--- src/rtl/cam_fb_pkg.sv ---
`default_nettype none
// ============================================================================
// Package  : cam_fb_pkg
// Brief    : Shared frame-buffer luma constants and the reader state encoding.
// Revision : 1.0
// ============================================================================
package cam_fb_pkg;

    localparam int FB_Y_WORD_W    = 40;
    localparam int FB_SPW         = 5;
    localparam int FB_ADDR_W      = 16;
    localparam int FB_FRAME_WORDS = 61440;
    localparam int FB_RD_LAT      = 2;
    localparam int FB_FIFO_DEPTH  = 4;

    typedef enum logic [1:0] {
        IDLE  = 2'd0,
        RUN   = 2'd1,
        DRAIN = 2'd2,
        DONE  = 2'd3
    } rd_state_t;

endpackage
`default_nettype wire

--- src/rtl/fb_word_fifo.sv ---
`default_nettype none
// ============================================================================
// Module   : fb_word_fifo
// Brief    : Synchronous word FIFO with occupancy count; head word is shown
//            combinationally on rdata whenever the FIFO is not empty.
// Revision : 1.0
// ============================================================================
module fb_word_fifo #(
    parameter  int WORD_W = 40,
    parameter  int DEPTH  = 4,
    localparam int PTR_W  = (DEPTH > 1) ? $clog2(DEPTH) : 1,
    localparam int CNT_W  = $clog2(DEPTH + 1)
) (
    input  logic              clk,
    input  logic              rst,
    input  logic              push,
    input  logic [WORD_W-1:0] wdata,
    input  logic              pop,
    output logic [WORD_W-1:0] rdata,
    output logic [CNT_W-1:0]  count,
    output logic              full,
    output logic              empty
);

    localparam logic [PTR_W-1:0] c_LAST_PTR = PTR_W'(DEPTH - 1);
    localparam logic [CNT_W-1:0] c_DEPTH    = CNT_W'(DEPTH);

    logic [WORD_W-1:0] r_mem [DEPTH];
    logic [PTR_W-1:0]  r_wr_ptr;
    logic [PTR_W-1:0]  r_rd_ptr;
    logic [CNT_W-1:0]  r_count;
    logic              w_wr_en;
    logic              w_rd_en;

    assign full    = (r_count == c_DEPTH);
    assign empty   = (r_count == '0);
    assign count   = r_count;
    assign rdata   = r_mem[r_rd_ptr];
    assign w_wr_en = push && !full;
    assign w_rd_en = pop && !empty;

    always_ff @(posedge clk) begin
        if (w_wr_en) begin
            r_mem[r_wr_ptr] <= wdata;
        end
    end

    always_ff @(posedge clk) begin
        if (rst) begin
            r_wr_ptr <= '0;
            r_rd_ptr <= '0;
            r_count  <= '0;
        end else begin
            if (w_wr_en) begin
                r_wr_ptr <= (r_wr_ptr == c_LAST_PTR) ? '0 : r_wr_ptr + 1'b1;
            end
            if (w_rd_en) begin
                r_rd_ptr <= (r_rd_ptr == c_LAST_PTR) ? '0 : r_rd_ptr + 1'b1;
            end
            case ({w_wr_en, w_rd_en})
                2'b10:   r_count <= r_count + 1'b1;
                2'b01:   r_count <= r_count - 1'b1;
                default: r_count <= r_count;
            endcase
        end
    end

endmodule
`default_nettype wire

--- src/rtl/fb_luma_reader.sv ---
`default_nettype none
// ============================================================================
// Module   : fb_luma_reader
// Brief    : Reads one frame of packed luma words and streams one Y sample per
//            beat over valid/ready. Define LUMA_CHECKSUM_EN for a per-frame
//            16-bit sample checksum output.
// Revision : 1.0
// ============================================================================
module fb_luma_reader
    import cam_fb_pkg::*;
#(
    parameter int WORD_W      = FB_Y_WORD_W,
    parameter int SPW         = FB_SPW,
    parameter int ADDR_W      = FB_ADDR_W,
    parameter int FRAME_WORDS = FB_FRAME_WORDS,
    parameter int RD_LAT      = FB_RD_LAT,
    parameter int FIFO_DEPTH  = FB_FIFO_DEPTH
) (
    input  logic              CLOCK_50,
    input  logic              RESET,
    input  logic              start,
    output logic              busy,
    output logic              done,
    output logic [ADDR_W-1:0] rdaddress,
    output logic              rden,
    input  logic [WORD_W-1:0] q,
    output logic [7:0]        out_data,
    output logic              out_valid,
    input  logic              out_ready,
    output logic              out_sof,
    output logic              out_eof
`ifdef LUMA_CHECKSUM_EN
    ,
    output logic [15:0]       checksum
`endif
);

    localparam int SAMP_W = (SPW > 1) ? $clog2(SPW) : 1;
    localparam int CNT_W  = $clog2(FIFO_DEPTH + 1);
    localparam int LAT_W  = $clog2(RD_LAT + 1);
    localparam int USED_W = CNT_W + 1;

    localparam logic [ADDR_W-1:0] c_LAST_ADDR = ADDR_W'(FRAME_WORDS - 1);
    localparam logic [SAMP_W-1:0] c_LAST_SAMP = SAMP_W'(SPW - 1);
    localparam logic [USED_W-1:0] c_DEPTH     = USED_W'(FIFO_DEPTH);

    rd_state_t         r_state;
    rd_state_t         w_state_nxt;
    logic [ADDR_W-1:0] r_rd_addr;
    logic [ADDR_W-1:0] r_out_word;
    logic [SAMP_W-1:0] r_samp;
    logic [RD_LAT-1:0] r_vld;
    logic [LAT_W-1:0]  w_in_flight;
    logic [USED_W-1:0] w_used;
    logic [CNT_W-1:0]  w_fifo_count;
    logic              w_fifo_full;
    logic              w_fifo_empty;
    logic [WORD_W-1:0] w_head;
    logic [7:0]        w_samples [SPW];
    logic              w_start_acc;
    logic              w_credit_ok;
    logic              w_rden;
    logic              w_push;
    logic              w_accept;
    logic              w_last_samp;
    logic              w_last_word;
    logic              w_pop;
    logic              w_frame_end;

    // Credit = words already buffered plus words still inside the RAM pipeline.
    always_comb begin
        w_in_flight = '0;
        for (int i = 0; i < RD_LAT; i++) begin
            w_in_flight = w_in_flight + LAT_W'(r_vld[i]);
        end
    end

    assign w_used      = USED_W'(w_fifo_count) + USED_W'(w_in_flight);
    assign w_credit_ok = (w_used < c_DEPTH);
    assign w_start_acc = (r_state == IDLE) && start;
    assign w_push      = r_vld[RD_LAT-1];
    assign w_accept    = !w_fifo_empty && out_ready;
    assign w_last_samp = (r_samp == c_LAST_SAMP);
    assign w_last_word = (r_out_word == c_LAST_ADDR);
    assign w_pop       = w_accept && w_last_samp;
    assign w_frame_end = w_pop && w_last_word;

    always_comb begin
        w_state_nxt = r_state;
        w_rden      = 1'b0;
        busy        = 1'b0;
        done        = 1'b0;
        case (r_state)
            IDLE: begin
                if (start) begin
                    w_state_nxt = RUN;
                end
            end
            RUN: begin
                busy   = 1'b1;
                w_rden = w_credit_ok;
                if (w_credit_ok && (r_rd_addr == c_LAST_ADDR)) begin
                    w_state_nxt = DRAIN;
                end
            end
            DRAIN: begin
                busy = 1'b1;
                if (w_frame_end) begin
                    w_state_nxt = DONE;
                end
            end
            DONE: begin
                done        = 1'b1;
                w_state_nxt = IDLE;
            end
            default: w_state_nxt = IDLE;
        endcase
    end

    always_ff @(posedge CLOCK_50) begin
        if (RESET) begin
            r_state <= IDLE;
        end else begin
            r_state <= w_state_nxt;
        end
    end

    always_ff @(posedge CLOCK_50) begin
        if (RESET) begin
            r_rd_addr <= '0;
        end else if (w_start_acc) begin
            r_rd_addr <= '0;
        end else if (w_rden && (r_rd_addr != c_LAST_ADDR)) begin
            r_rd_addr <= r_rd_addr + 1'b1;
        end
    end

    generate
        if (RD_LAT == 1) begin : g_lat_one
            always_ff @(posedge CLOCK_50) begin
                if (RESET) begin
                    r_vld <= '0;
                end else begin
                    r_vld <= w_rden;
                end
            end
        end else begin : g_lat_multi
            always_ff @(posedge CLOCK_50) begin
                if (RESET) begin
                    r_vld <= '0;
                end else begin
                    r_vld <= {r_vld[RD_LAT-2:0], w_rden};
                end
            end
        end
    endgenerate

    always_ff @(posedge CLOCK_50) begin
        if (!RESET) begin
            assert (!(w_push && w_fifo_full));
        end
    end

    fb_word_fifo #(
        .WORD_W (WORD_W),
        .DEPTH  (FIFO_DEPTH)
    ) u_fifo (
        .clk   (CLOCK_50),
        .rst   (RESET),
        .push  (w_push),
        .wdata (q),
        .pop   (w_pop),
        .rdata (w_head),
        .count (w_fifo_count),
        .full  (w_fifo_full),
        .empty (w_fifo_empty)
    );

    generate
        for (genvar gi = 0; gi < SPW; gi++) begin : g_unpack
            assign w_samples[gi] = w_head[8*gi +: 8];
        end
    endgenerate

    always_ff @(posedge CLOCK_50) begin
        if (RESET) begin
            r_samp     <= '0;
            r_out_word <= '0;
        end else if (w_start_acc) begin
            r_samp     <= '0;
            r_out_word <= '0;
        end else if (w_accept) begin
            if (w_last_samp) begin
                r_samp <= '0;
                if (!w_last_word) begin
                    r_out_word <= r_out_word + 1'b1;
                end
            end else begin
                r_samp <= r_samp + 1'b1;
            end
        end
    end

    assign rden      = w_rden;
    assign rdaddress = r_rd_addr;
    assign out_valid = !w_fifo_empty;
    assign out_data  = w_samples[r_samp];
    assign out_sof   = out_valid && (r_out_word == '0) && (r_samp == '0);
    assign out_eof   = out_valid && w_last_word && w_last_samp;

`ifdef LUMA_CHECKSUM_EN
    logic [15:0] r_csum;

    always_ff @(posedge CLOCK_50) begin
        if (RESET) begin
            r_csum <= '0;
        end else if (w_start_acc) begin
            r_csum <= '0;
        end else if (w_accept) begin
            r_csum <= r_csum + 16'(out_data);
        end
    end

    assign checksum = r_csum;
`endif

endmodule
`default_nettype wire

--- config.mk ---
export PLATFORM = sky130hd
export DESIGN_NAME = fb_luma_reader
export DESIGN_NICKNAME = d
export VERILOG_FILES = /design/src/rtl/cam_fb_pkg.sv /design/src/rtl/fb_word_fifo.sv /design/src/rtl/fb_luma_reader.sv
export SDC_FILE = /design/constraint.sdc
export NUM_CORES = 1
export LEC_CHECK = 0
export ABC_AREA = 1
export CELL_PAD_IN_SITES_DETAIL_PLACEMENT = 1
export CELL_PAD_IN_SITES_GLOBAL_PLACEMENT = 1
export CORE_AREA = 2 2 155 157
export DETAILED_ROUTE_END_ITERATION = 6
export DIE_AREA = 0 0 157 159
export GPL_ROUTABILITY_DRIVEN = 0
export HOLD_SLACK_MARGIN = 0.03
export PLACE_DENSITY_LB_ADDON = 0.1
export RECOVER_POWER = 50
export SLEW_MARGIN = 40
export SYNTH_ARGS = -nofsm -noshare
export SYNTH_HDL_FRONTEND = slang
export SYNTH_SLANG_ARGS = --single-unit
--- constraint.sdc ---
create_clock -name CLOCK_50 -period 3.8 [get_ports CLOCK_50]
set_input_delay 0.76 -clock CLOCK_50 [delete_from_list [all_inputs] [get_ports CLOCK_50]]
set_output_delay 0.76 -clock CLOCK_50 [all_outputs]
set_load 0.03 [all_outputs]
# After elaboration in Yosys (flattened, before gate mapping)
# Memories as Yosys holds them, arrays and structs flattened. A register that Yosys moved wholly into a read port is not among the register bits.
# Index checks and enable logic that the tools add are counted.
dict set report classes {
  addsub 9
  magnitude_cmp 2
  n_eq_ne 15
  mux 18
  n_bitwise 2
  reduce_logical 23
}
# operator n
set ops {}
lappend ops {{$add A16 B1 Y16 const B} 2}
lappend ops {{$eq A16 B16 Y1 const B} 2}
lappend ops {{$bmux W8 S3} 1}
lappend ops {{$logic_not A16 Y1} 1}
lappend ops {{$mux W8} 2}
lappend ops {{$ne A16 B16 Y1 const B} 1}
lappend ops {{$mux W2} 7}
lappend ops {{$logic_and A1 B1 Y1} 12}
lappend ops {{$eq A2 B2 Y1 const B} 5}
lappend ops {{$pmux W2 S4} 1}
lappend ops {{$add A3 B1 Y3 const B} 2}
lappend ops {{$eq A3 B3 Y1 const B} 2}
lappend ops {{$logic_not A3 Y1} 2}
lappend ops {{$ne A2 B2 Y1 const B} 3}
lappend ops {{$pmux W3 S2} 1}
lappend ops {{$reduce_and A3 Y1} 2}
lappend ops {{$mux W1} 5}
lappend ops {{$add A2 B1 Y2 const B} 2}
lappend ops {{$add A3 B2 Y4} 1}
lappend ops {{$eq A2 B1 Y1 const B} 2}
lappend ops {{$ge A4 B4 Y1 const B} 1}
lappend ops {{$lt A4 B3 Y1 const B} 1}
lappend ops {{$not A3 Y4} 1}
lappend ops {{$reduce_or A2 Y1} 2}
lappend ops {{other kinds (7)} 8}
dict set report word_totals {
  register_bits 46
  ram_bits 160
  in_bits 44
  out_inout_bits 30
  elab_cells 78
  mem_count 1
}
# memory depth width rd rd_clocked_by_memory_dff write_ports line
set mem_list {}
lappend mem_list {u_fifo.r_mem 4 40 1 1 1 fb_word_fifo.sv:28} ;# logic [WORD_W-1:0] r_mem [DEPTH];

# Depth between registers and ports, before layout
dict set report logic_depth {
  depth_word 7
  mapped_depth 13
  depth_no_buf 12
}

# Modules after synthesis
# From an unflattened synthesis, not the netlist that was laid out.
dict set report hier_totals {
  cells_unflattened 887
  hier_area_um2 9302.7
}
# module n_inst cells_per_inst area_each_um2 seq_area_each_um2
set modules_own_cells {}
lappend modules_own_cells {fb_word_fifo 1 459 6565.0 4984.8}
lappend modules_own_cells {fb_luma_reader 1 428 2737.6 780.7}

# Least setup slack after synthesis
# OpenSTA, ideal clock, no wires.
dict set report synth_path {
  path_kind {reg2out}
  startpoint {register r_samp[0]}
  endpoint {output port out_sof}
  t_arrival_ns 2.006
  required_time_ns 3.040
  setup_slack_ns 1.034
  stages_incl_launch_ff 7
  path_buffers 2
  path_cell_list {dfxtp_1 > buf_2 > clkinv_1 > buf_2 > ha_1 > nand4_1 > nor4_1}
}
dict set report synth_via {
  elab_chain_len 2
}
# element line
set synth_rtl {}
lappend synth_rtl {{start: declaration} fb_luma_reader.sv:51} ;# logic [SAMP_W-1:0] r_samp;
lappend synth_rtl {{start signal: assignment} fb_luma_reader.sv:199} ;# r_samp <= r_samp + 1'b1;
lappend synth_rtl {{$logic_not A3 Y1} fb_luma_reader.sv:208} ;# assign out_sof = out_valid && (r_out_word == '0) && (r_samp == '0);
lappend synth_rtl {{$logic_and A1 B1 Y1} fb_luma_reader.sv:208}
lappend synth_rtl {{end: declaration} fb_luma_reader.sv:30} ;# output logic out_sof,
# Every way passes these cells.

# Final worst setup path
dict set report layout_path {
  startpoint {register r_samp[1]}
  endpoint {output port out_sof}
}
# The elaborated chain is that of the path after synthesis.

==> impl_metrics.toml <==
[status]
outcome = "completed"

[die]
die_w_um = 157
rows = 56
ios = 74
core_area_um2 = 23200
start_util_pct = 39.4
dieArea_um2 = 25000
die_y_um = 159

[layout]
fillers = 2523
design_area_um2 = 10900
drive_gt1_share_pct = 8.83
syn2layout_area_growth_pct = 19.8
nets = 1008
final_core_util_pct = 47.1

[route]
drt_wl_total_um = 23900
drt_iter0_markers = 388
vias = 6651
viasPerCell = 5.18
wl_per_cell_um = 18.6
route.detailed.drc = 0
drt-pass1-iter-count = 4
ant_nets = 0

[logic_synthesis]
ys_seq_area_share_pct = 63.2
ys.flop_type = "edfxtp_1"
yosysWarnings = 0
ys_async_sr_fraction_pct = 0
synth_area_per_cell_um2 = 10.5
synth_seq_cells = 208
synth_cells = 868
synth_cell_types = 40
synth_edf_count = 160
synth_area_um2 = 9130
synthesis.nets = 930

[critical_path]
worstSetupStartpoint = "r_samp[1]$_SDFFE_PP0N_"
worstSetupPathType = "reg2out"
cp-start-kind = "register"
crit_arrival_ns = 2.64
cp_max_fo = 11
timing.rr.start = "u_fifo.count[2]$_SDFFE_PP0P_"
required_ns = 3.04
cp-end-kind = "output port"

[cts]
ctsHoldBuffers = 0
cts_tree = "done"
clk_latency_ns = 0.53
h-tree-depth = 1
postCtsSetupBuffers = 0
clk_pin_slew_ns = 0.06
cts.sinks = 208
cts_root_buffer = "clkbuf_16"
clockBufferDepth = 3
post_cts_resized = 0
cts_buffers = 23

[placement]
placed_area_um2 = 10300
portBuffers = 73
dpl.hpwl_um = 15900

[grt]
track_usage_pct = 19.4
grt_pass1_wl_um = 38200
grt_max_degree = 62
grt_overflow_total = 0
grt_pass1_vias = 7034
grt_antenna_before_repair = 1

[hold_path]
hold_class = "reg2reg"
worstHoldStart = "r_vld[0]$_SDFF_PP0_"

[sta]
fin_crit_ns = 3.40
rsz0062_at_grt = "no"
worstMarginPinSlew_ns = 1.32
skew_ns = 0.0167
hold_violations = 0
setup_violations = 0
finalMaxSlewViolations = 0
setup_tns_ns = 0
fin_crit_sh_pct = 89.4
fmax_mhz = 294
relSlewSlack_pct = 11.5

[run]
maxCapViolCount = 0

[power_and_ir_drop]
switching_power_uw = 1320
power_density_nw_per_um2 = 485
seqPwrFrac_pct = 48.1
p_clk_share_pct = 41.5
internal_power_uw = 3980
ir_worst_vdd_uv = 251
switching_share_pct = 25.0
leakagePower_uw = 0.00374
p_comb_share_pct = 10.5
## layer usage
| metal | GRT usage (%) | part of all wire, % |
|---|---|---|
| met4 | 4.80 | 1.7 |
| met5 | 0 | 0 |
| met1 | 26.9 | 47 |
| met3 | 2.83 | 4.0 |
| met2 | 32.0 | 48 |
## cells in the final DEF, fill, tap and decap left out, types with 5 or more instances in the layout
master / count
o21ai_0: 98
o211ai_1: 32
dlygate4sd3_1: 41
a21oi_1: 29
o22ai_1: 8
buf_4: 18
inv_1: 60
nand2_1: 115
dfxtp_1: 47
clkinv_1: 5
nor3b_1: 5
nor3_1: 17
clkbuf_16: 23
xor2_1: 9
clkbuf_1: 9
nor2_1: 143
nand3_1: 39
clkinv_2: 6
clkdlybuf4s50_1: 24
edfxtp_1: 160
nand4_1: 5
ha_1: 17
## final timing paths
path	cells past startpoint	slack, ns	endpoint
setup reg to reg	6	0.43	u_fifo.r_mem[0][20]$_DFFE_PP_
setup / recovery	5	0.40	out_sof
hold / removal	2	0.43	r_vld[1]$_SDFF_PP0_
hold reg to reg	2	0.43	r_vld[1]$_SDFF_PP0_
## power by group through the flow
stage	Clock (uW)	Combinational (uW)	Sequential (uW)
2_1_floorplan	0	331	2600
3_3_place_gp	0	549	2590
3_5_place_dp	0	586	2600
4_1_cts	2250	590	2550
5_1_grt	2330	617	2550
6_report	2200	556	2550
## cell type report
class                   instances  area, um^2  share of cell area [%]
clock inverters                13         129                    1.18
repair buffers                 89         841                    7.69
clock buffers                  29         608                    5.56
inverters                      67         254                    2.32
well taps                     319         399                    3.65
diodes                          1        2.50                  0.0229
flip-flops and latches        208        5770                    52.7
multi-input cells             557        2930                    26.8
## metrics by stage
step | power, uW | cells | hold slack [ns] | setup WS, ns
final | 5300 | 1283 | 0.432 | 0.402
after global placement | 3140 | 1238 | 0.426 | 0.996
after global routing | 5510 | 1283 | 0.469 | 0.210
after detailed placement | 3180 | 1240 | 0.429 | 0.880
after CTS | 5390 | 1282 | 0.438 | 0.339
after floorplan | 2930 | 868 | 0.407 | 1.03
## synth_stat cells, drive strengths merged, types with 7 or more instances
master,n,area (um^2)
edfxtp,160,4800
dfxtp,48,961
o22ai,8,50.1
xor2,9,78.8
nor2,150,603
inv,65,246
nand3,42,225
nor3,22,136
o21ai,101,505
nand4,7,65.1
ha,17,213
clkbuf,17,63.8
o211ai,32,240
nand2,119,477
buf,19,126
a21oi,32,171
## worst max-delay path, cell delays in order, from the launching register on
cell and delay [ns]:
dfxtp_1 0.45, inv_2 0.24, ha_1 0.20, nand4_1 0.10
nor4_1 0.36, clkdlybuf4s50_1 0.75
## flip-flops by register name, indices dropped and copies added (netlist names), named ones only
signal,flops
u_fifo.count,3
u_fifo.r_mem,160
u_fifo.r_wr_ptr,2
r_samp,3
u_fifo.r_rd_ptr,2
rdaddress,16
r_state,2
r_vld,2
r_out_word,16
## cell families (layout without fill, tap and decap cells)
logic type	Yosys count	after routing	synth area share, %
AOI/OAI and AO/OA	178	178	11.1
adders and majority gates	18	18	2.55
and+or+nand+nor	351	351	17.4
xor gates and xnor gates	10	10	0.959
other	0	1	0
DFF	208	208	63.2
buffers and inverters	103	198	4.87
Note: power is estimated with default switching activity, not from simulation.
